File: src/rtl/pipe_stage_skid.sv
// Registered-ready pipeline stage: a main register drives the outputs and a one-entry
// skid register absorbs the entry accepted while the main register is stalled.
module pipe_stage_skid #(
    parameter int CTRL_W              = 9,
    parameter int DATA_W              = 138,
    parameter int ZERO_CTRL_ON_BUBBLE = 1,
    parameter int CNT_W               = 16
) (
    input  logic              i_clk,
    input  logic              i_rstn,
    input  logic              i_valid,
    output logic              o_ready,
    input  logic [CTRL_W-1:0] i_ctrl,
    input  logic [DATA_W-1:0] i_data,
    output logic              o_valid,
    input  logic              i_ready,
    output logic [CTRL_W-1:0] o_ctrl,
    output logic [DATA_W-1:0] o_data,
    input  logic              i_flush,
    input  logic              i_cnt_clr,
    output logic [CNT_W-1:0]  o_stall_cnt
);

    logic              m_valid;
    logic [CTRL_W-1:0] m_ctrl;
    logic [DATA_W-1:0] m_data;
    logic              s_valid;
    logic [CTRL_W-1:0] s_ctrl;
    logic [DATA_W-1:0] s_data;
    logic [CNT_W-1:0]  stall_cnt;

    logic accept;
    logic m_free;
    logic stall;

    function automatic logic [CNT_W-1:0] sat_inc(input logic [CNT_W-1:0] v);
        if (&v)
            return v;
        return v + {{(CNT_W-1){1'b0}}, 1'b1};
    endfunction

    // Ready depends only on skid occupancy, so it never combinationally follows i_ready.
    assign o_ready = !s_valid;
    assign accept  = i_valid & o_ready;
    assign m_free  = !m_valid | i_ready;
    assign stall   = m_valid & !i_ready;

    always_ff @(posedge i_clk or negedge i_rstn) begin
        if (!i_rstn) begin
            m_valid <= 1'b0;
            m_ctrl  <= '0;
            m_data  <= '0;
            s_valid <= 1'b0;
            s_ctrl  <= '0;
            s_data  <= '0;
        end else if (i_flush) begin
            // Payload registers keep their contents; only validity and control are wiped.
            m_valid <= 1'b0;
            m_ctrl  <= '0;
            s_valid <= 1'b0;
            s_ctrl  <= '0;
        end else if (m_free) begin
            if (s_valid) begin
                m_valid <= 1'b1;
                m_ctrl  <= s_ctrl;
                m_data  <= s_data;
                s_valid <= 1'b0;
            end else if (accept) begin
                m_valid <= 1'b1;
                m_ctrl  <= i_ctrl;
                m_data  <= i_data;
            end else begin
                m_valid <= 1'b0;
            end
        end else if (accept) begin
            s_valid <= 1'b1;
            s_ctrl  <= i_ctrl;
            s_data  <= i_data;
        end
    end

    always_ff @(posedge i_clk or negedge i_rstn) begin
        if (!i_rstn)
            stall_cnt <= '0;
        else if (i_cnt_clr)
            stall_cnt <= '0;
        else if (stall)
            stall_cnt <= sat_inc(stall_cnt);
    end

    assign o_valid     = m_valid;
    assign o_data      = m_data;
    assign o_ctrl      = ((ZERO_CTRL_ON_BUBBLE != 0) && !m_valid) ? '0 : m_ctrl;
    assign o_stall_cnt = stall_cnt;

endmodule
File: config.mk
export PLATFORM = sky130hd
export DESIGN_NAME = pipe_stage_skid
export DESIGN_NICKNAME = d
export VERILOG_FILES = /design/src/rtl/pipe_stage_skid.sv
export SDC_FILE = /design/constraint.sdc
export NUM_CORES = 1
export LEC_CHECK = 0
export CAP_MARGIN = 20
export CORE_MARGIN = 1
export CORE_UTILIZATION = 45
export CTS_BUF_LIST = sky130_fd_sc_hd__clkbuf_2
export CTS_CLUSTER_SIZE = 40
export DETAILED_ROUTE_END_ITERATION = 7
export MAX_ROUTING_LAYER = met4
export PLACE_DENSITY_LB_ADDON = 0.05
export SYNTH_ARGS = -nofsm -noshare
export SYNTH_HDL_FRONTEND = slang
export SYNTH_SLANG_ARGS = --single-unit
File: constraint.sdc
create_clock -name i_clk -period 5.6 [get_ports i_clk]
set_clock_uncertainty 0.2 [all_clocks]
set_input_delay 1.12 -clock i_clk [delete_from_list [all_inputs] [get_ports i_clk]]
set_output_delay 1.12 -clock i_clk [all_outputs]
set_load 0.005 [all_outputs]
==> metrics.md, run 1 <==
| Metric | Value |
|---|---|
| Status | `completed` |
| Initial core utilization | `45.88%` |
| Setup Fix Bufs, Post-CTS | `0` |
| Commonest non-fill, non-tap cell in the layout | `nand2_1` |
| Critical-path cell with the highest stage delay | `dfrtp_4` |
| Pre-Repair DR Iteration Count | `4` |
| Peak Freq | `264.8 MHz` |
| Worst Path Buf+Inv | `2` |
| Fin cells | `2115` |
| MaxCap Viol Count | `0` |
| RSZ-0062 raised after global routing | `false` |
| Reg clk slew, reported paths | `90 ps` |
| Final WL | `33540 um` |
| Number of synthesized register bits | `312` |
| Largest delay share family, worst path | `flip-flops` |
| Final worst path period need | `3777 ps` |
| First-pass GRT wire length | `54810 um` |
| H-tree lvl count | `3` |
| Crit-path cells | `inv_1, clkdlybuf4s50_1` |
| Die height | `173.5 um` |
| Post-synth ARST share | `100.0%` |
| Clock Sinks | `312` |
| HP Class | `primary input to asynchronous set/reset pin` |
| Sequential area share after synthesis | `58.97%` |
| Post-synth EDFFs | `0` |
| Synth Cell Area | `13240 um2` |
| Post-CTS resize count | `0` |
| Hpwl dp | `20640 um` |
| Leakage power | `7.964 nW` |
| Vias in the first global route | `10.44k` |
| Critical Path Start Type | `flip-flop` |
| Clock buffer depth | `3` |
| GRT overflow | `0` |
| Syn Area/Cell | `9.779 um2` |
| Worst Path Class, Setup | `flip-flop to output pin` |
| Initial antenna violation count | `1` |
| Area grow syn2layout | `30.97%` |
| Post-Syn Nets | `1508` |
| Dominant synthesized flop cell | `dfrtp_1` |
| Largest net degree at the start of global routing | `139` |
| Root Driver | `clkbuf_2` |
| Nets | `1835` |
| IO buf count | `317` |
| Final critical-path share of the clock period | `67.45%` |
| Row count | `62` |
| Die ar. | `30110 um2` |
| IO Pins | `318` |
| Core area | `28860 um2` |
| DIE WIDTH | `173.5 um` |
| Tot GR Track Use | `23.40%` |
| Via count | `10.48k` |
| Max rail drop VDD | `165.1 uV` |
| Pwr per Cell Area | `306.6 nW/um2` |
| WL per Instance | `15.86 um` |
| Final hold vios | `0` |
| Post-Syn Instances | `1354` |
| Area of the multi-input gates | `5027 um2` |
| Ratio of cells with drive above 1 in the final layout | `8.386%` |
| CTS Hold Bufs | `0` |
| RePlAce Congestion | `0.7689` |
| Ys Warns | `0` |
| DRC | `0` |
| Cells after DPL | `1980` |
| Reg area | `7811 um2` |
| Rel. slew slack | `31.17%` |
| CTS tree | `built` |
| Cts bufs inserted | `83` |
| Worst-Margin Slew | `1032 ps` |
| Crit-path max FO | `52` |
| Critical path endpoint category | `output pin` |
| Final setup fails | `0` |
| TNS Setup | `0 ps` |
| Initial DRC Count | `598` |
| Crit path DAT | `2460 ps` |
| CP peak stage delay | `1080 ps` |
| Final ANT Viol Nets | `0` |
| Max-slew violations | `0` |
| Cell variety after synth | `40` |
| Critical Path RT | `4280 ps` |
| Vias per inst | `4.954` |
| Most frequent cells in the layout | `nand2_1 (558), clkdlybuf4s50_1 (316), dfrtp_1 (311), mux2i_1 (147), o21ai_1 (138)` |
| Fillcell total | `2524` |
| Clock latency on the worst-skew pair | `860 ps` |
## path summary, 6_finish.rpt
kind                       cells after the start  slack, ps  startpoint          to
max                                            2       1820     s_valid     o_ready
min                                            1        170      i_rstn  s_data[91]
max reg2reg                                    5       2760     s_valid  o_data[41]
min reg2reg                                    2        280  s_data[85]  s_data[85]
max in group asynchronous                      2       3860      i_rstn  o_data[29]
min in group i_clk                             2        280  s_data[85]  s_data[85]
## worst register-to-register path: cells and delay by family (launching register included)
| family | cells | cell delay, ps |
|---|---|---|
| flip-flops | 1 | 1080 |
| AND/OR/NAND/NOR | 3 | 1050 |
| buffers and inverters | 1 | 320 |
| AO/OA/AOI/OAI | 1 | 70 |
## cell usage after synthesis (all sizes together), types with 6 or more instances
master,count,share of area [%]
nor2,9,0.26
nor2b,6,0.28
mux2i,147,11
o2bb2ai,9,0.60
a22o,9,0.60
a21oi,12,0.45
nand4,7,0.38
buf,48,1.9
or3,6,0.28
clkbuf,40,1.1
dfrtp,312,59
o21ai,142,5.4
and2,9,0.43
nand2,558,16
## state kept, by name, indices dropped and copies added (netlist names)
register and count:
o_valid 1, o_data 138, o_stall_cnt 16, m_ctrl 9, s_ctrl 9, s_valid 1, s_data 138
## area by class of cell
class | count | share of cell area (%)
multi-input combinational | 952 | 28.99
clock inverter | 19 | 0.5051
timing repair buffer | 330 | 19.32
tap | 384 | 2.771
clock buffer | 114 | 3.290
inverter | 2 | 0.04329
sequential | 312 | 45.05
antenna | 2 | 0.02886
## through the flow
step,worst slack [ps],cell area [um2],hold slack (ps),power [mW],utilization (%)
floorplan,2996,13240,245.4,3.271,-
global placement,2253,16680,256.3,3.875,57.79
detailed placement,2218,16680,262.1,3.911,57.79
CTS,1701,17340,164.8,5.404,60.07
global route,1656,17340,199.0,5.668,60.09
finish,1823,17340,169.2,5.317,60.09
## kinds of logic after synthesis
kind of cell / Yosys count / synth area share [%]
mux: 151 / 11.45
compound gates: 184 / 7.749
simple gates: 616 / 18.60
flops: 312 / 58.97
buf+inv: 90 / 3.137
fa+ha+maj: 1 / 0.09448
## routing by layer
metal / routed length (um) / vias to the layer above / global-route usage [%]
li1: - / 5162 / -
met1: 15090 / 4955 / 30.65
met2: 15380 / 301 / 35.24
met3: 2442 / 60 / 6.469
met4: 628 / 0 / 7.448
met5: 0 / - / -
## where the power goes
part,switching [mW],internal (mW),leakage [nW]
logic,0.442,0.564,3.50
registers,0.210,2.64,3.96
clock network,0.921,0.543,0.508
Power figures use the tool's default switching activity.
==> inputs of run 2 (changes only) <==
- clock period: 5.6 -> 3.2 ns (I/O delays scaled with it)
==> metrics.md, run 2 (synthesis results as in run 1) <==
| Metric | Value |
|---|---|
| Initial antenna violation count | `3 (+2)` |
| MaxCap Viol Count | `0 (unchanged)` |
| Nets | `1843 (+0.44%)` |
| Initial DRC Count | `596 (-0.33%)` |
| Vias in the first global route | `10.37k (-0.61%)` |
| Status | `completed` |
| Pre-Repair DR Iteration Count | `4 (unchanged)` |
| Worst Path Buf+Inv | `1 (-1)` |
| Most frequent cells in the layout | `nand2_1 (558), clkdlybuf4s50_1 (316), dfrtp_1 (311), mux2i_1 (147), o21ai_1 (138)` |
| Final critical-path share of the clock period | `90.34%` |
| TNS Setup | `0 ps (unchanged)` |
| Largest delay share family, worst path | `flip-flops` |
| Commonest non-fill, non-tap cell in the layout | `nand2_1` |
| Post-CTS resize count | `0 (unchanged)` |
| Critical path endpoint category | `output pin` |
| DR WL met2 | `15360 um (-0.14%)` |
| Area grow syn2layout | `32.29%` |
| Die ar. | `30110 um2 (unchanged)` |
| Row count | `62 (unchanged)` |
| Critical-path cell with the highest stage delay | `dfrtp_1` |
| Ratio of cells with drive above 1 in the final layout | `8.698% (+0.31 points)` |
| H-tree lvl count | `3 (unchanged)` |
| Crit path DAT | `2050 ps (-410 ps)` |
| Cts bufs inserted | `82 (-1.2%)` |
| IO buf count | `317 (unchanged)` |
| DRC | `0 (unchanged)` |
| Leakage power | `8.045 nW (+1.0%)` |
| Worst r2r path cells | `5 (unchanged)` |
| Max rail drop VDD | `405.5 uV (+150%)` |
| Rel. slew slack | `28.14% (-3.0 points)` |
| Die height | `173.5 um (unchanged)` |
| IO Pins | `318 (unchanged)` |
| Via count | `10.49k (+0.076%)` |
| Crit-path max FO | `12 (-77%)` |
| RR Startpoint | `o_stall_cnt[1]` |
| Root Driver | `clkbuf_2` |
| CP endpoint | `o_ctrl[0]` |
| First-pass GRT wire length | `55030 um (+0.42%)` |
| DR top layer | `met4` |
| Clock latency on the worst-skew pair | `840 ps (-20 ps)` |
| Worst flop-to-flop path endpoint | `o_stall_cnt[11]` |
| CP peak stage delay | `540 ps (-540 ps)` |
| RSZ-0062 raised after global routing | `false` |
| Reg clk slew, reported paths | `90 ps (about the same)` |
| Critical Path Start Type | `flip-flop` |
| Crit path depth | `2 (unchanged)` |
| Critical Path RT | `2360 ps (-1920 ps)` |
| CTS tree | `built` |
| RePlAce Congestion | `0.7715 (+0.34%)` |
| HP Class | `primary input to asynchronous set/reset pin` |
| Final ANT Viol Nets | `0 (unchanged)` |
| Pwr per Cell Area | `539.9 nW/um2 (+76%)` |
| Hpwl dp | `21300 um (+3.2%)` |
| CP Launch Point | `o_valid` |
| Crit-path cells | `and2_1, clkdlybuf4s50_1` |
| Final setup fails | `0 (unchanged)` |
| Max-slew violations | `0 (unchanged)` |
| Fin Hold WS | `125.0 ps (-44.23 ps)` |
| Initial core utilization | `45.88% (unchanged)` |
| Metal1 wirelength | `15510 um (+2.8%)` |
| Worst-Margin Slew | `1078 ps (+45.53 ps)` |
| Core area | `28860 um2 (unchanged)` |
| DIE WIDTH | `173.5 um (unchanged)` |
| FF-to-FF setup slack | `850 ps (-1910 ps)` |
| Clock buffer depth | `3 (unchanged)` |
| Final hold vios | `0 (unchanged)` |
| Clock Sinks | `312 (unchanged)` |
| Worst Path Class, Setup | `flip-flop to output pin` |
| WL per Instance | `15.75 um (-0.69%)` |
| Largest net degree at the start of global routing | `85 (-39%)` |
| Vias per inst | `4.937 (-0.35%)` |
| GRT overflow | `0 (unchanged)` |
| Fillcell total | `2538 (+0.55%)` |
| Peak Freq | `345.9 MHz` |
| Met3 WL | `1958 um (-20%)` |
| Final WL | `33440 um (-0.27%)` |
| Tot GR Track Use | `23.53% (+0.13 points)` |
| Final worst path period need | `2891 ps` |
==> run 2: cell types whose count changed in the layout (fill, tap and decap cells not counted), sizes merged <==
cell,previous run,this run
clkinv,12,14
bufinv,0,2
clkbuf,114,112
dlygate4sd3,0,1
clkinvlp,4,2
diode,2,4
buf,14,22
inv,5,3
==> run 2: worst min path at each step <==
stage / endpoint / slack (ps) / cells past startpoint
floorplan: m_ctrl[0] / 140 / 0
global placement: s_data[107] / 260 / 2
detailed placement: s_data[47] / 260 / 2
CTS: s_data[53] / 30 / 3
global route: s_data[35] / 50 / 3
finish: s_data[91] / 130 / 2
==> run 2: stage by stage <==
stage	instances	instance area [um2]	worst slack, ps	total power [mW]	util (%)
finish	2124	17520	309.0	9.457	60.70
detailed placement	1988	16800	468.0	6.862	58.22
global placement	1988	16800	544.5	6.795	58.22
global route	2123	17510	142.9	10.09	60.69
floorplan	1354	13240	1076	5.725	-
CTS	2120	17510	192.6	9.607	60.66
==> run 2: final cells by class <==
class,count,area [um2],area share (%)
sequential,312,7811,44.60
timing repair buffer,339,3483,19.89
clock buffer,112,560.5,3.200
inverter,2,7.507,0.04286
multi-input combinational,952,5027,28.70
clock inverter,19,135.1,0.7715
antenna,4,10.01,0.05715
tap,384,480.5,2.743
==> run 2: per-layer routing <==
layer,GRT usage [%],up-vias
li1,-,5179
met3,5.417,56
met1,31.64,4980
met5,-,-
met2,35.21,271
met4,7.743,0
==> run 2: report_power, final <==
part | switching (mW) | internal (mW) | total (mW)
Clock | 1.60 | 1.09 | 2.69
Combinational | 0.772 | 1.00 | 1.77
Sequential | 0.375 | 4.62 | 4.99
==> run 2: worst reg2reg max path: cells and delay by family, from the launching register on <==
kind | cells | cell delay (ps)
flip-flops | 1 | 430
multiplexers | 1 | 300
AND/OR/NAND/NOR | 3 | 1060
adder cells (fa/ha/maj) | 1 | 270
==> run 2: repair_timing <==
action	in CTS	in global routing
hold endpoints to repair	270	0
endpoints found under the setup margin	0	0
buffers inserted	0	0
hold buffers	1	0
